File: src/rtl/serial_subtractor.sv
`timescale 1ns/1ps
// serial_subtractor
//   Bit-serial two's-complement subtractor computing (a - b - bin), one bit
//   per clock, LSB first, through a single registered borrow stage.
//
// Ports
//   clk    in   rising-edge clock
//   rst_n  in   asynchronous active-low reset
//   start  in   request, accepted on an edge where ready=1
//   a      in   minuend (WIDTH), sampled at acceptance
//   b      in   subtrahend (WIDTH), sampled at acceptance
//   bin    in   borrow-in, sampled at acceptance
//   ready  out  high only while idle
//   diff   out  (a - b - bin) mod 2^WIDTH, updated only on completion
//   bout   out  unsigned borrow-out (a < b + bin)
//   ovf    out  signed overflow of the subtraction
//   valid  out  result available, held until ack
//   ack    in   consumer accepts the result
module serial_subtractor #(
   parameter int WIDTH = 4
) (
   input  logic             clk,
   input  logic             rst_n,
   input  logic             start,
   input  logic [WIDTH-1:0] a,
   input  logic [WIDTH-1:0] b,
   input  logic             bin,
   output logic             ready,
   output logic [WIDTH-1:0] diff,
   output logic             bout,
   output logic             ovf,
   output logic             valid,
   input  logic             ack
);

   localparam int CW = $clog2(WIDTH);

   typedef enum logic [1:0] {
      IDLE = 2'd0,
      RUN  = 2'd1,
      DONE = 2'd2
   } state_t;

   state_t           state_q;
   logic [WIDTH-1:0] a_q;
   logic [WIDTH-1:0] b_q;
   logic [WIDTH-1:0] res_q;
   logic [WIDTH-1:0] diff_q;
   logic             br_q;
   logic             bout_q;
   logic             ovf_q;
   logic [CW-1:0]    cnt_q;

   logic             bit_d;
   logic             br_d;
   logic [WIDTH-1:0] res_d;
   logic             last_bit;

   // One full-subtractor slice working on the LSBs of the operand shifters.
   always_comb begin
      bit_d    = a_q[0] ^ b_q[0] ^ br_q;
      br_d     = (~a_q[0] & b_q[0]) | (~(a_q[0] ^ b_q[0]) & br_q);
      // Result bits enter from the MSB side so that after WIDTH shifts the
      // first (LSB) bit has reached position 0.
      res_d    = {bit_d, res_q[WIDTH-1:1]};
      last_bit = (cnt_q == CW'(WIDTH - 1));
   end

   always_ff @(posedge clk or negedge rst_n) begin
      if (!rst_n) begin
         state_q <= IDLE;
         a_q     <= '0;
         b_q     <= '0;
         res_q   <= '0;
         diff_q  <= '0;
         br_q    <= 1'b0;
         bout_q  <= 1'b0;
         ovf_q   <= 1'b0;
         cnt_q   <= '0;
      end else begin
         case (state_q)
            IDLE: begin
               if (start) begin
                  a_q     <= a;
                  b_q     <= b;
                  br_q    <= bin;
                  res_q   <= '0;
                  cnt_q   <= '0;
                  state_q <= RUN;
               end
            end
            RUN: begin
               a_q   <= a_q >> 1;
               b_q   <= b_q >> 1;
               br_q  <= br_d;
               res_q <= res_d;
               if (last_bit) begin
                  // On the final bit a_q[0]/b_q[0] are the original operand
                  // MSBs and bit_d is the result MSB.
                  diff_q  <= res_d;
                  bout_q  <= br_d;
                  ovf_q   <= (a_q[0] != b_q[0]) && (bit_d != a_q[0]);
                  state_q <= DONE;
               end else begin
                  cnt_q <= cnt_q + CW'(1);
               end
            end
            DONE: begin
               if (ack) begin
                  state_q <= IDLE;
               end
            end
            default: state_q <= IDLE;
         endcase
      end
   end

   assign ready = (state_q == IDLE);
   assign valid = (state_q == DONE);
   assign diff  = diff_q;
   assign bout  = bout_q;
   assign ovf   = ovf_q;

endmodule

File: config.mk
export PLATFORM = sky130hd
export DESIGN_NAME = serial_subtractor
export DESIGN_NICKNAME = d
export VERILOG_FILES = /design/src/rtl/serial_subtractor.sv
export SDC_FILE = /design/constraint.sdc
export NUM_CORES = 1
export LEC_CHECK = 0
export ABC_AREA = 1
export CORE_ASPECT_RATIO = 0.9
export CORE_UTILIZATION = 43
export DETAILED_ROUTE_END_ITERATION = 16
export GPL_TIMING_DRIVEN = 0
export HOLD_SLACK_MARGIN = 0.08
export PLACE_DENSITY = 0.71
export SLEW_MARGIN = 25
export SYNTH_ARGS = -nofsm -noshare
export SYNTH_HDL_FRONTEND = slang
export SYNTH_SLANG_ARGS = --single-unit
File: constraint.sdc
create_clock -name clk -period 1.28 [get_ports clk]
set_input_delay 0.128 -clock clk [delete_from_list [all_inputs] [get_ports clk]]
set_output_delay 0.128 -clock clk [all_outputs]
set_load 0.01 [all_outputs]
==> results of run 1 <==
==> power groups by stage <==
stage | Clock, mW | Combinational [mW] | Sequential (mW)
2_1_floorplan | 0 | 1.06 | 1.20
3_3_place_gp | 0 | 1.54 | 1.19
3_5_place_dp | 0 | 1.56 | 1.20
4_1_cts | 0.321 | 1.66 | 1.16
5_1_grt | 0.350 | 2.08 | 1.21
6_report | 0.309 | 1.83 | 1.17
==> flip-flops by register name (all words and copies together) (netlist names) <==
name / flops
state_q: 2
br_q: 1
ovf: 1
bout: 1
b_q: 4
cnt_q: 2
res_q: 3
diff: 4
a_q: 4
==> cell type report <==
type,instances,share of cell area (%)
Sequential cell,22,39.6
Timing Repair Buffer,29,18.1
Tap cell,27,2.43
Inverter,13,3.51
Buffer,5,3.51
Multi-Input combinational cell,91,31.2
Clock buffer,3,1.62
==> kinds of logic (layout without fill, tap and decap cells) <==
| kind of cell | after synthesis | after routing |
|---|---|---|
| and+or+nand+nor | 79 | 79 |
| DFF | 22 | 22 |
| buffers and inverters | 18 | 50 |
| AOI/OAI and AO/OA | 9 | 9 |
| adders and majority gates | 3 | 3 |
==> stage by stage <==
step	instances	power (mW)	TNS [ns]	cell area (sq um)
2_1_floorplan	131	2.27	0	1040
3_3_place_gp	178	2.73	-2.30	1280
3_5_place_dp	178	2.76	-2.49	1280
4_1_cts	185	3.15	-0.0302	1330
5_1_grt	190	3.64	-0.186	1390
6_report	190	3.31	-0.0230	1390
==> timing repair <==
item,in CTS,in global routing
gates resized for setup,20,9
setup endpoints to repair,9,17
endpoints found under the hold margin,0,22
setup buffers,4,3
gates cloned,0,1
pin swaps,0,2
hold buffers,0,1
==> per-layer routing <==
layer	part of all wire, %	vias up
li1	-	469
met1	52	416
met5	0	-
met2	42	18
met3	4.6	2
met4	0.94	0
==> synthesized netlist by cell type, drive strengths merged <==
cell	n
dfrtp	22
nand3	12
inv	13
fa	1
nor2	6
o21ai	8
ha	2
buf	5
nand2	61
o31ai	1
==> worst max-delay path by stage <==
stage	slack, ns	startpoint	to	depth (start not counted)
2_1_floorplan	0.04	b_q[0]$_DFFE_PN0P_	ovf$_DFFE_PN0P_	6
3_3_place_gp	-0.15	state_q[0]$_DFFE_PN0P_	ready	3
3_5_place_dp	-0.15	state_q[0]$_DFFE_PN0P_	ready	3
4_1_cts	-0.03	br_q$_DFFE_PN0P_	ovf$_DFFE_PN0P_	6
5_1_grt	-0.08	br_q$_DFFE_PN0P_	ovf$_DFFE_PN0P_	6
6_report	-0.02	br_q$_DFFE_PN0P_	ovf$_DFFE_PN0P_	6
==> flow_metrics.env, run 1 <==
export IMPL_outcome="finished with violations"
export IMPL_violations="negative setup slack"
export IMPL_hpwl_um=1380
export IMPL_synthAdderAreaFrac_pct=4.31
export IMPL_drc=0
export IMPL_wl_per_cell_um=10.7
export IMPL_slowest_delay_ns=0.58
export IMPL_synth_cells=131
export IMPL_insertion_delay_ns=0.31
export IMPL_ys_types=15
export IMPL_fin_crit_sh_pct=102
export IMPL_floorplan_die_area_sq_um=2630
export IMPL_first_pass_iters=4
export IMPL_p_switching_mw=1.38
export IMPL_drive_gt1_share_pct=17.8
export IMPL_setup_ws_ns=-0.0230
export IMPL_r2r_slack_ns=-0.02
export IMPL_synth_top_family_by_area="simple AND/OR/NAND/NOR gates"
export IMPL_antenna_found_initial=0
export IMPL_n_antenna_cell=0
export IMPL_hold_violations=0
export IMPL_fmax_mhz=767
export IMPL_grt_usage_pct=17.5
export IMPL_grt_max_degree=23
export IMPL_critPathKind="flop to flop"
export IMPL_grt_pass1_vias=745
export IMPL_rsz0062_at_grt="true"
export IMPL_start_kind="flop"
export IMPL_fin_crit_ns=1.30
export IMPL_grt_pass1_wl_um=3280
export IMPL_r2r_start="br_q$_DFFE_PN0P_"
export IMPL_critical_path_max_fanout=3
export IMPL_seq_power_share_pct=35.3
export IMPL_yosys_area_top_type="dfrtp_1"
export IMPL_ant_nets=0
export IMPL_start_util_pct=46.6
export IMPL_synth_compound_area_share_pct=4.55
export IMPL_finalMaxSlewViolations=0
export IMPL_core_sq_um=2240
export IMPL_syn_cell_area_sq_um=1040
export IMPL_critPathRequiredTime_ns=1.54
export IMPL_cts_tree="built"
export IMPL_htree_levels=1
export IMPL_synthMuxAreaShare_pct=0
export IMPL_row_count=16
export IMPL_yosysWarnings=0
export IMPL_intPower_mw=1.94
export IMPL_worstSetupEndpointType="flop"
export IMPL_synthSimpleGateAreaFrac_pct=30.5
export IMPL_multi_input_area_sq_um=433
export IMPL_reg2reg_to="ovf$_DFFE_PN0P_"
export IMPL_io_buffers=20
export IMPL_cts_made_buffers=3
export IMPL_p_leak_nw=0.760
export IMPL_area_growth_pct=32.9
export IMPL_slew_headroom_pct=68.5
export IMPL_fillCellCount=209
export IMPL_synth_top_area_share_pct=52.7
export IMPL_clock_path_buffers=2
export IMPL_max_cap_violations=0
export IMPL_cts_sinks=22
export IMPL_finalWeightedCongestion=0.756
export IMPL_grt_use_met1_pct=23.4
export IMPL_ir_drop_mv=1.35
export IMPL_synth_area_leaders="dfrtp_1, nand2_1, nand3_1"
export IMPL_worst_path_max_delay_cell="fa_2"
export IMPL_vias=905
export IMPL_grt_met3_usage_pct=6.60
export IMPL_routed_via_density=4.76
export IMPL_cpMostUsedCell="nor2_1"
export IMPL_seq_area_sq_um=551
export IMPL_critical_path_buf_inv_count=1
export IMPL_power_density_nw_per_um2=2380
export IMPL_tightest_slew_ns=0.473
export IMPL_swShare_pct=41.6
export IMPL_critPathTopFamily="adder cells"
export IMPL_top_usage_layer="met2"
export IMPL_syn_nets=147
export IMPL_io_pins=21
export IMPL_drt_iter0_markers=17
export IMPL_path_clk_slew_ns=0.12
export IMPL_overflow=0
export IMPL_worstPathArrival_ns=1.56
export IMPL_yosysSeqAreaShare_pct=52.7
export IMPL_fin_nets=181
export IMPL_dp_worst_setup_slack_ns=-0.146
export IMPL_fp_dieH_um=48.8
export IMPL_final_common_cell="nand2_1"
export IMPL_fin_util_pct=61.9
export IMPL_hold_path_class="input pin to async pin"
export IMPL_most_common_layout_cells="nand2_1, dfrtp_1, nand3_1, clkdlybuf4s50_1, inv_1"
export IMPL_power_frac_clock_pct=9.3
export IMPL_synthXorXnorAreaFrac_pct=0
export IMPL_path_cells="inv_2, fa_2, nor2_1, nor2_1, nand3_1, nand2_1"
export IMPL_grt_met2_usage_pct=25.3
export IMPL_combinationalPowerShare_pct=55.4
export IMPL_syn_area_per_cell_sq_um=7.98
export IMPL_synth_seq_cells=22
export IMPL_hold_ws_ns=0.291
export IMPL_fp_dieW_um=54.0
export IMPL_setup_viol=1
export IMPL_drt_total_wl_um=2030
export IMPL_finClkSkew_ns=0.00660
export IMPL_clockRootBuffer="clkbuf_4"
export IMPL_reg2reg_depth=6
Power figures use the tool's default switching activity.
==> run 2: changes to the inputs <==
PLACE_DENSITY = 0.69   (was 0.71)
clock period = 1.3 ns   (was 1.28 ns; I/O delays follow)
==> run 2 against run 1 <==
Effect of this change: the run still ends with negative setup slack left; routed wire length rose by 8.4%; combinational power hardly changed; setup slack got worse by 0.018 ns; cell area rose by 1.1%; die area did not move; cell count up 1.1%; count of clock-buffer cells in the layout rose by 1; flip-flop and latch count stayed put; fmax shrank 2.8%; via count up 0.44%; register-to-register slack worse by 0.02 ns; global-route usage grew 1.6 points.
==> flow_metrics.env, run 2 (same netlist as run 1, synthesis figures left out) <==
export IMPL_outcome="finished with violations"
export IMPL_violations="negative setup slack"
export IMPL_setup_ws_ns=-0.0410
export IMPL_critical_path_max_fanout=3
export IMPL_clock_path_buffers=2
export IMPL_r2r_slack_ns=-0.04
export IMPL_fp_dieH_um=48.8
export IMPL_drt_iter0_markers=9
export IMPL_max_cap_violations=0
export IMPL_start_kind="flop"
export IMPL_grt_pass1_wl_um=3590
export IMPL_grt_usage_pct=19.1
export IMPL_hpwl_um=1490
export IMPL_place_area_sq_um=1280
export IMPL_setup_viol=1
export IMPL_cts_tree="built"
export IMPL_wl_per_cell_um=11.5
export IMPL_critical_path_buf_inv_count=1
export IMPL_tightest_slew_ns=0.484
export IMPL_finalWeightedCongestion=0.712
export IMPL_htree_levels=1
export IMPL_fp_dieW_um=54.0
export IMPL_slew_headroom_pct=67.7
export IMPL_clockRootBuffer="clkbuf_4"
export IMPL_reg2reg_to="ovf$_DFFE_PN0P_"
export IMPL_cts_sinks=22
export IMPL_drc=0
export IMPL_first_pass_iters=4
export IMPL_r2r_start="br_q$_DFFE_PN0P_"
export IMPL_path_cells="inv_2, fa_2, nor2_1, nor2_1, nand3_1, nand2_1"
export IMPL_critPathCapture="ovf$_DFFE_PN0P_"
export IMPL_crit_start="br_q$_DFFE_PN0P_"
export IMPL_io_pins=21
export IMPL_fin_nets=182
export IMPL_critPathRequiredTime_ns=1.56
export IMPL_fin_crit_sh_pct=103
export IMPL_critPathKind="flop to flop"
export IMPL_insertion_delay_ns=0.31
export IMPL_drive_gt1_share_pct=17.6
export IMPL_finalInstanceArea_sq_um=1400
export IMPL_reg2reg_depth=6
export IMPL_cpMostUsedCell="nor2_1"
export IMPL_core_sq_um=2240
export IMPL_area_growth_pct=34.4
export IMPL_cts_made_buffers=3
export IMPL_fillCellCount=210
export IMPL_worstPathArrival_ns=1.60
export IMPL_vias=909
export IMPL_ant_nets=0
export IMPL_power_density_nw_per_um2=2390
export IMPL_io_buffers=20
export IMPL_finClkSkew_ns=0.00576
export IMPL_floorplan_die_area_sq_um=2630
export IMPL_crit_cells=6
export IMPL_p_leak_nw=0.772
export IMPL_final_common_cell="nand2_1"
export IMPL_overflow=0
export IMPL_fin_crit_ns=1.34
export IMPL_start_util_pct=46.6
export IMPL_ir_drop_mv=1.15
export IMPL_worst_path_max_delay_cell="fa_2"
export IMPL_finalMaxSlewViolations=0
export IMPL_grt_max_degree=23
export IMPL_n_antenna_cell=0
export IMPL_row_count=16
export IMPL_rsz0062_at_grt="true"
export IMPL_routed_via_density=4.73
export IMPL_drt_total_wl_um=2200
export IMPL_most_common_layout_cells="nand2_1, dfrtp_1, nand3_1, inv_1, clkdlybuf4s50_1"
export IMPL_critPathTopFamily="adder cells"
export IMPL_dp_worst_setup_slack_ns=-0.147
export IMPL_hold_violations=0
export IMPL_grt_pass1_vias=837
export IMPL_path_clk_slew_ns=0.12
export IMPL_worstSetupEndpointType="flop"
export IMPL_fin_util_pct=62.6
export IMPL_fmax_mhz=746
export IMPL_slowest_delay_ns=0.58
export IMPL_antenna_found_initial=0
export IMPL_hold_path_class="input pin to async pin"
## run 2: cell count changes in the layout (fill, tap and decap cells not counted)
cell	change
nor2_1	+2
buf_4	+1
clkbuf_8	+1
inv_1	+1
inv_2	-1
nor2_2	-1
nor2_4	-1
o21ai_1	-1
o21ai_2	+1
## run 2: per-stage QoR
stage          TNS [ns]  instances  power [mW]  hold WS, ns
5_1_grt          -0.154        192        3.68        0.336
4_1_cts         -0.0234        186        3.19        0.358
3_3_place_gp      -2.02        178        2.69        0.459
6_report        -0.0410        192        3.36        0.302
3_5_place_dp      -2.46        178        2.75        0.462
2_1_floorplan         0        131        2.23       -0.166
## run 2: timing repair
item / 4_1_cts / 5_1_grt
endpoints found under the hold margin: 0 / 22
hold buffers: 0 / 1
resized for setup: 20 / 4
pin swaps: 1 / 2
buffers inserted: 4 / 5
setup endpoints to repair: 10 / 15
## run 2: worst min-delay path by stage
stage / start / slack, ns / to / cells after the start
floorplan: rst_n / -0.17 / a_q[0]$_DFFE_PN0P_ / 0
global placement: res_q[1]$_DFFE_PN0P_ / 0.46 / diff[0]$_DFFE_PN0P_ / 2
detailed placement: res_q[1]$_DFFE_PN0P_ / 0.46 / diff[0]$_DFFE_PN0P_ / 2
CTS: b[3] / 0.36 / b_q[3]$_DFFE_PN0P_ / 3
global route: rst_n / 0.34 / diff[0]$_DFFE_PN0P_ / 2
finish: rst_n / 0.30 / bout$_DFFE_PN0P_ / 2
## run 2: layout make-up
type | instances | area [sq um] | area share (%)
timing repair buffer | 30 | 262 | 18.6
inverter | 13 | 48.8 | 3.48
multi-input combinational | 91 | 427 | 30.4
sequential | 22 | 551 | 39.2
clock buffer | 4 | 36.3 | 2.58
tap | 27 | 33.8 | 2.41
buffer | 5 | 46.3 | 3.30
## run 2: layer usage
layer	GRT usage (%)	routed length [um]
met5	0	0
met4	7.89	12
met3	2.83	100
met2	31.1	1090
met1	24.6	994
## run 2: report_power, final
group | total, mW | switching, mW | internal [mW]
sequential | 1.15 | 0.170 | 0.985
combinational | 1.83 | 1.01 | 0.823
clock | 0.376 | 0.206 | 0.171
